===== config.mk =====
export PLATFORM = sky130hd
export DESIGN_NAME = icetap_jtag_regbank
export DESIGN_NICKNAME = d
export VERILOG_FILES = /design/src/rtl/icetap_jtag_regbank.sv
export SDC_FILE = /design/constraint.sdc
export NUM_CORES = 1
export LEC_CHECK = 0
export CAP_MARGIN = 40
export CORE_UTILIZATION = 46
export DETAILED_ROUTE_END_ITERATION = 6
export MAX_ROUTING_LAYER = met4
export PLACE_DENSITY = 0.79
export SLEW_MARGIN = 20
export SYNTH_ARGS = -nofsm -noshare
export SYNTH_HDL_FRONTEND = slang
export SYNTH_SLANG_ARGS = --single-unit
export TNS_END_PERCENT = 50

===== constraint.sdc =====
create_clock -name tck -period 9.25 [get_ports tck]
set_input_delay 1.85 -clock tck [delete_from_list [all_inputs] [get_ports tck]]
set_output_delay 1.85 -clock tck [all_outputs]
set_load 0.02 [all_outputs]

===== src/rtl/icetap_jtag_regbank.sv =====
// icetap JTAG data-register bank: SCAN_N selector, shared DR chain,
// bypass cell for void/out-of-range selections, RO masking, length check.
module icetap_jtag_regbank #(
    parameter int                 SCAN_N_BITS = 3,
    parameter int                 NR_REGS     = 5,
    parameter int                 REG_WIDTH   = 32,
    parameter logic [NR_REGS-1:0] RO_MASK     = '0
) (
    input  logic                           tck,
    input  logic                           reset,
    input  logic                           tdi,
    output logic                           tdo,
    input  logic                           test_logic_reset,
    input  logic                           capture_dr,
    input  logic                           shift_dr,
    input  logic                           update_dr,
    input  logic                           scan_n_ir,
    input  logic                           extest_ir,
    input  logic [NR_REGS*REG_WIDTH-1:0]   capture_data,
    output logic [NR_REGS*REG_WIDTH-1:0]   update_data,
    output logic [NR_REGS-1:0]             capture_strobe,
    output logic [NR_REGS-1:0]             update_strobe,
    output logic [SCAN_N_BITS-1:0]         sel,
    output logic                           len_err
);

    localparam int CW = $clog2(REG_WIDTH + 2);
    localparam logic [CW-1:0] CNT_FULL = CW'(REG_WIDTH);
    localparam logic [CW-1:0] CNT_SAT  = CW'(REG_WIDTH + 1);

    logic [SCAN_N_BITS-1:0] scan_shift;
    logic [REG_WIDTH-1:0]   shreg;
    logic [CW-1:0]          count;
    logic                   bypass;
    logic [REG_WIDTH-1:0]   cap_word;
    logic [NR_REGS-1:0]     sel_hot;
    logic                   valid;
    logic                   ro_hit;

    // One-hot decode of sel; index 0 and values above NR_REGS decode to none.
    always_comb begin
        cap_word = '0;
        sel_hot  = '0;
        for (int i = 0; i < NR_REGS; i++) begin
            if (sel == SCAN_N_BITS'(i + 1)) begin
                sel_hot[i] = 1'b1;
                cap_word   = capture_data[i*REG_WIDTH +: REG_WIDTH];
            end
        end
    end

    assign valid  = extest_ir && (|sel_hot);
    assign ro_hit = |(sel_hot & RO_MASK);

    always_comb begin
        tdo = 1'b0;
        if (scan_n_ir)
            tdo = scan_shift[0];
        else if (valid)
            tdo = shreg[0];
        else if (extest_ir)
            tdo = bypass;
    end

    always_ff @(posedge tck or posedge reset) begin
        if (reset) begin
            sel            <= '0;
            scan_shift     <= '0;
            shreg          <= '0;
            count          <= '0;
            bypass         <= 1'b0;
            update_data    <= '0;
            capture_strobe <= '0;
            update_strobe  <= '0;
            len_err        <= 1'b0;
        end else if (test_logic_reset) begin
            sel            <= '0;
            scan_shift     <= '0;
            shreg          <= '0;
            count          <= '0;
            bypass         <= 1'b0;
            capture_strobe <= '0;
            update_strobe  <= '0;
            len_err        <= 1'b0;
        end else begin
            capture_strobe <= '0;
            update_strobe  <= '0;
            if (scan_n_ir) begin
                if (capture_dr)
                    scan_shift <= sel;
                else if (shift_dr)
                    scan_shift <= {tdi, scan_shift[SCAN_N_BITS-1:1]};
                else if (update_dr)
                    sel <= scan_shift;
            end else if (valid) begin
                if (capture_dr) begin
                    shreg          <= cap_word;
                    count          <= '0;
                    capture_strobe <= sel_hot;
                end else if (shift_dr) begin
                    shreg <= {tdi, shreg[REG_WIDTH-1:1]};
                    if (count != CNT_SAT)
                        count <= count + 1'b1;
                end else if (update_dr && !ro_hit) begin
                    // Read-only registers drop updates without flagging length.
                    if (count != CNT_FULL) begin
                        len_err <= 1'b1;
                    end else begin
                        for (int i = 0; i < NR_REGS; i++) begin
                            if (sel_hot[i])
                                update_data[i*REG_WIDTH +: REG_WIDTH] <= shreg;
                        end
                        update_strobe <= sel_hot;
                    end
                end
            end else if (extest_ir) begin
                if (capture_dr)
                    bypass <= 1'b0;
                else if (shift_dr)
                    bypass <= tdi;
            end
        end
    end

endmodule

Word-level counts from Yosys, hierarchy flattened
Cells that the tools add are included.
{"block": "totals", "register_bits": 216, "input_bits": 169, "out_inout_bits": 175, "elab_cells": 107}
{"block": "classes", "add_sub_neg": 1, "bitwise_logic": 5, "n_reduce_logical": 20, "eq_ne": 11, "mux": 57}
{"op": "$mux 32", "n": 10}
{"op": "$mux 5", "n": 11}
{"op": "$reduce_and 8->1", "n": 5}
{"op": "$mux 6", "n": 6}
{"op": "$mux 3", "n": 9}
{"op": "$mux 1", "n": 21}
{"op": "$ne 6x6->1 const B", "n": 2}
{"op": "$reduce_and 4->1", "n": 3}
{"op": "$reduce_bool 2->1", "n": 5}
{"op": "$ne 2x2->1 const B", "n": 4}
{"op": "$add 6x1->6 const B", "n": 1}
{"op": "$eq 3x2->1 const B", "n": 2}
{"op": "$eq 3x3->1 const B", "n": 2}
{"op": "$reduce_and 6->1", "n": 1}
{"op": "$reduce_bool 3->1", "n": 2}
{"op": "$not 1->1", "n": 5}
{"op": "$reduce_or 5->1", "n": 1}
{"op": "$eq 3x1->1 const B", "n": 1}
{"op": "$reduce_and 3->1", "n": 1}
{"op": "$reduce_and 2->1", "n": 1}
{"op": "$logic_and 1x1->1", "n": 1}

Longest topological paths before layout
Gate-level depths: netlist of the first run.
{"block": "depth", "depth_word": 10, "depth_mapped": 7, "depth_no_buf": 5}

Worst setup path before layout of the first run
No wires, ideal clock.
{"block": "synth_path", "path_type": "in2out", "start": "in scan_n_ir", "end": "out tdo", "t_arrival_ns": 2.510, "t_required_ns": 7.400, "stages": 2, "n_path_buf": 0, "path_slack_ns": 4.890, "cell_sequence": "nand2b_1 o21ai_0"}
{"block": "synth_between", "elab_chain_cells": 1}
{"item": "start: declaration", "line_no": "17", "text": "input logic scan_n_ir,"}
{"item": "$mux 1", "line_no": "57", "text": "if (scan_n_ir)"}
{"item": "end: declaration", "line_no": "12", "text": "output logic tdo,"}
Every way passes these cells.

Worst setup path in the final report of the first run
Same ends and word-level chain as after synthesis.

==> results of run 1 <==
## worst register-to-register path, stage by stage (launching register included)
cell and delay [ns]:
dfrtp_2 0.75, buf_4 0.50, nand2b_1 0.19, nor3_4 0.65, buf_4 0.47, mux2_2 0.39
## routing by layer
metal / vias to the layer above / track usage / share of wire
met2: 333 / 0.466 / 0.49
met3: 73 / 0.0573 / 0.073
li1: 3650 / - / -
met4: 0 / 0.0908 / 0.037
met1: 3996 / 0.359 / 0.40
met5: - / - / 0
## worst max-delay path by stage
stage                       endpoint  cells after the start        startpoint  slack (ns)
global placement    update_data[111]                      6  test_logic_reset        3.69
floorplan                     bypass                      1             reset        1.49
detailed placement   update_data[48]                      6  test_logic_reset        3.68
global route                     tdo                      4         extest_ir        3.83
CTS                              tdo                      4         extest_ir        3.90
finish                           tdo                      4         scan_n_ir        3.92
## stage by stage
| stage | instances | hold slack (ns) |
|---|---|---|
| floorplan | 826 | 0.470 |
| global placement | 1392 | 0.467 |
| detailed placement | 1397 | 0.474 |
| CTS | 1437 | 0.488 |
| global route | 1440 | 0.512 |
| finish | 1440 | 0.482 |
## sequential cells by signal, summed over array words and instances, names as in the netlist
name and flops:
update_data 160, update_strobe 5, shreg 32, capture_strobe 5, count 6, sel 3
bypass 1, len_err 1, scan_shift 3
## cell usage after synthesis (5+ instances only)
master,instances,area share
mux2_2,152,0.17
nand3b_1,30,0.023
clkbuf_1,41,0.015
inv_1,6,0.0023
a21oi_1,61,0.031
o2bb2ai_1,5,0.0044
o21ai_0,69,0.035
nand3_1,5,0.0025
dfrtp_1,216,0.54
nor2_1,40,0.015
buf_6,12,0.014
mux2i_1,36,0.036
nand2_1,43,0.016
nand2b_1,10,0.0063
mux2_1,9,0.010
o211ai_1,5,0.0038
o2111ai_1,29,0.025
buf_2,5,0.0025
## final cells by class
type | count | area [um2]
fillers | 1581 | 6730
flip-flops and latches | 216 | 5410
multi-input cells | 542 | 4270
repair buffers | 359 | 3640
clock buffers | 37 | 708
well taps | 275 | 344
inverters | 6 | 30.0
clock inverters | 3 | 15.0
diodes | 2 | 5.00
## power by group
| part | switching (mW) | total, mW | leakage [nW] | internal (mW) |
|---|---|---|---|---|
| combinational | 0.0615 | 0.147 | 2.89 | 0.0850 |
| sequential | 0.0272 | 0.984 | 2.96 | 0.957 |
| clock | 0.351 | 0.870 | 0.360 | 0.519 |
## logic make-up after synthesis
kind of cell    after synthesis
simple gates                155
fa+ha+maj                     3
buf+inv                      68
compound gates              187
flops                       216
mux                         197
## cells in the final DEF (no fill, tap or decap), drive strengths merged, types with 6 or more instances in the layout
master,count
clkbuf,37
buf,16
nand2b,10
inv,6
mux2,161
clkdlybuf4s50,343
dfrtp,216
a21oi,61
o2111ai,29
o21ai,69
nand2,43
mux2i,36
nand3b,30
nor2,41
==> flow_summary.toml, run 1 <==
[global_routing]
grt_max_degree = 99
grt_pass1_wl_um = 47000
antenna_found_initial = 2
grt_overflow_total = 0
first_global_vias = 8076
grt.total_usage = 0.287

[yosys]
synth_ff_type = "dfrtp_1"
synth.area.mux_share = 0.217
syn_area_per_cell_um2 = 12.1
ys.warnings.count = 0
synth_top_family_by_area = "multiplexers"
ys_seq_area_frac = 0.540
synthArstFlopShare = 1.00
synth-edff-count = 0
syn_nets = 998
netlist_area_um2 = 10000
ys_ff_latch = 216
synthCells = 826
yosys.area_share.simple = 0.0877
synth_cell_types = 51
synthAdderAreaFrac = 0.00375
synth_compound_area_frac = 0.114
synth_xor_area_frac = 0

[worst_setup_path]
worstSetupPathType = "input pin to output port"
path_max_fanout = 8
worst_r2r_path_depth = 5
path_delay_family = "buffers and inverters"
cp-end-kind = "output port"
crit_buf_inv = 2
r2r_start = "sel[1]"
crit_chain = "clkdlybuf4s50_1 -> nand2b_1 -> o21ai_0 -> clkdlybuf4s50_1"
cpMaxStageDelayCell = "clkdlybuf4s50_1"
cpMostUsedCell = "clkdlybuf4s50_1"
arrival_ns = 3.48
r2r_end = "update_data[63]"
crit_required_ns = 7.40
r2r_slack_ns = 6.18
crit_path_max_incr_delay_ns = 0.63
worst_setup_path_start_kind = "input pin"

[power_and_ir_drop]
irDropWorstVdd_mv = 0.123
leakage_nw = 6.21
finalPower_mw = 2.00
cellPowerDensity_nw_per_um2 = 139

[timing]
worst_slew_pin_slew_ns = 0.747
setup_violations = 0
tns_ns = 0
timing.final.crit_share = 0.576
setup_ws_ns = 3.92
rsz0062_at_grt = "false"
hold_viol_final = 0
fin_skew_ns = 0.0136
finalCriticalPeriod_ns = 5.33
fmax_ghz = 0.188
max-slew-margin-rel = 0.500
drv_slew = 0

[cts]
cts.sinks = 216
h-tree-depth = 1
clk_latency_ns = 0.50
cts_hold_buf = 0
cts_made_buffers = 22
cts_tree = "done"
clockRootBuffer = "clkbuf_16"
postCtsSetupRepairBufs = 0
clk_pin_slew_ns = 0.06
cts_resized = 0
clk_path_buf_depth = 3

[detailed_routing]
num_vias = 8052
antenna_left = 0
dr.pass1.iters = 5
drt_iter0_drc = 423
wl_per_cell_um = 21.7
wl_um = 31200
drcViolationCount = 0
viasPerCell = 5.59

[finish]
fin_nets = 1319
area_growth_pct = 44.2
post-route-util = 0.682
final_area_um2 = 14400
drive_gt1_frac = 0.190

[worst_hold_path]
hold_end = "update_data[44]"
worstHoldStart = "update_data[44]"
hold_depth = 1
hp-class = "register to register"

[placed_design]
place_area_um2 = 13700
port_buffers = 343
dp_slack_ns = 3.68
place_congestion = 0.849
dp_hpwl_um = 22100

[floorplanning]
die_w_um = 149
row_count = 53
core_um2 = 21200
num_io_pins = 344
floorplan.initialDensity = 0.473
die_area_um2 = 22300
die_h_um = 149

[status]
status = "finished, final reports clean"

[flow_run]
max_cap_violations = 0
(Power assumes the default switching activity.)
==> run 2, diff against run 1 <==
==> constraint.sdc (replaced) <==
create_clock -name tck -period 5.5 [get_ports tck]
set_input_delay 1.1 -clock tck [delete_from_list [all_inputs] [get_ports tck]]
set_output_delay 1.1 -clock tck [all_outputs]
set_load 0.02 [all_outputs]
==> flow_summary.toml, run 2 (synthesized netlist as in run 1, its figures left out) <==
[status]
status = "finished, final reports clean"

[power_and_ir_drop]
irDropWorstVdd_mv = 0.253
leakage_nw = 6.24
finalPower_mw = 3.48
cellPowerDensity_nw_per_um2 = 240

[timing]
timing.final.crit_share = 0.699
rsz0062_at_grt = "false"
worst_slew_pin_slew_ns = 0.817
drv_slew = 0
tns_ns = 0
max-slew-margin-rel = 0.455
hold_viol_final = 0
fin_skew_ns = 0.0135
finalCriticalPeriod_ns = 3.84
fmax_ghz = 0.260
setup_violations = 0

[floorplanning]
die_area_um2 = 22300
core_um2 = 21200
die_w_um = 149
row_count = 53
floorplan.initialDensity = 0.473
die_h_um = 149
num_io_pins = 344

[cts]
clk_latency_ns = 0.50
postCtsSetupRepairBufs = 0
cts_made_buffers = 23
cts_hold_buf = 0
clockRootBuffer = "clkbuf_16"
cts_resized = 0
clk_pin_slew_ns = 0.06
cts.sinks = 216
h-tree-depth = 1
cts_tree = "done"
clk_path_buf_depth = 3

[global_routing]
grt_max_degree = 120
grt_overflow_total = 0
first_global_vias = 8313
antenna_found_initial = 0
grt_pass1_wl_um = 48400
grt.total_usage = 0.296

[placed_design]
port_buffers = 343
dp_hpwl_um = 21800
place_congestion = 0.888

[finish]
area_growth_pct = 45.2
final_common_cell = "clkdlybuf4s50_1"
seq_area_um2 = 5410
antennaDiodeCount = 0
largest_reg_flops = 160
nFillCells = 1600
largestRegisters = "update_data: 160 flops, shreg: 32 flops, count: 6 flops"
multi_input_area_um2 = 4270
drive_gt1_frac = 0.192
top_register = "update_data"
final_cell_mix = "343 x clkdlybuf4s50_1, 213 x dfrtp_1, 152 x mux2_2"
fin_nets = 1321

[detailed_routing]
dr.pass1.iters = 5
drcViolationCount = 0
wl_per_cell_um = 22.1
num_vias = 8103
wl_um = 31900
viasPerCell = 5.63
drt_iter0_drc = 355
antenna_left = 0

[worst_hold_path]
hp-class = "register to register"

[worst_setup_path]
worstSetupPathType = "register to output port"
worst_setup_path_start_kind = "register"
arrival_ns = 2.74
cp-end-kind = "output port"
r2r_slack_ns = 2.45
crit_required_ns = 4.40
path_max_fanout = 35

[flow_run]
max_cap_violations = 0
run 2: cell types whose count changed in the layout (fill, tap and decap cells not counted), sizes merged:
cell      change
clkbuf        -4
buf           +1
diode         -2
bufinv        +3
clkinvlp      +1
run 2: critical path, cell delays in order (launching register included):
cell	delay (ns)
dfrtp_2	0.65
or3_1	0.56
nand2_1	0.12
mux2i_1	0.26
o21ai_0	0.11
clkdlybuf4s50_1	0.54
run 2: final timing paths:
path / endpoint / from / cells past startpoint
hold / removal: update_data[12] / update_data[12] / 1
hold reg to reg: update_data[12] / update_data[12] / 1
max in group asynchronous: update_data[126] / reset / 4
setup reg to reg: update_data[123] / sel[2] / 5
min in group asynchronous: shreg[14] / reset / 2
setup / recovery: tdo / sel[1] / 5
run 2: metal layers:
layer / wire length, um / global-route usage / vias up / share of wire
li1: - / - / 3652 / -
met1: 12700 / 0.358 / 4057 / 0.40
met2: 15600 / 0.484 / 328 / 0.49
met3: 2410 / 0.0625 / 66 / 0.076
met4: 1180 / 0.112 / 0 / 0.037
met5: 0 / - / - / 0
run 2: layout make-up:
type / count / share of cell area
flip-flops and latches: 216 / 0.373
clock inverters: 7 / 0.00784
multi-input cells: 542 / 0.294
clock buffers: 33 / 0.0457
inverters: 6 / 0.00181
repair buffers: 360 / 0.254
well taps: 275 / 0.0237
run 2: power by group:
part | internal (mW) | switching [mW]
Sequential | 1.61 | 0.0450
Clock | 0.976 | 0.603
Combinational | 0.142 | 0.107
Total | 2.73 | 0.755
run 2: through the flow:
| step | area, um2 | hold WS (ns) | cells | utilization | setup WS (ns) |
|---|---|---|---|---|---|
| 2_1_floorplan | 10000 | 0.470 | 826 | - | 1.59 |
| 3_3_place_gp | 13600 | 0.468 | 1394 | 0.643 | 1.71 |
| 3_5_place_dp | 13700 | 0.474 | 1399 | 0.650 | 1.68 |
| 4_1_cts | 14500 | 0.487 | 1439 | 0.686 | 1.66 |
| 5_1_grt | 14500 | 0.501 | 1439 | 0.686 | 1.59 |
| 6_report | 14500 | 0.486 | 1439 | 0.686 | 1.66 |
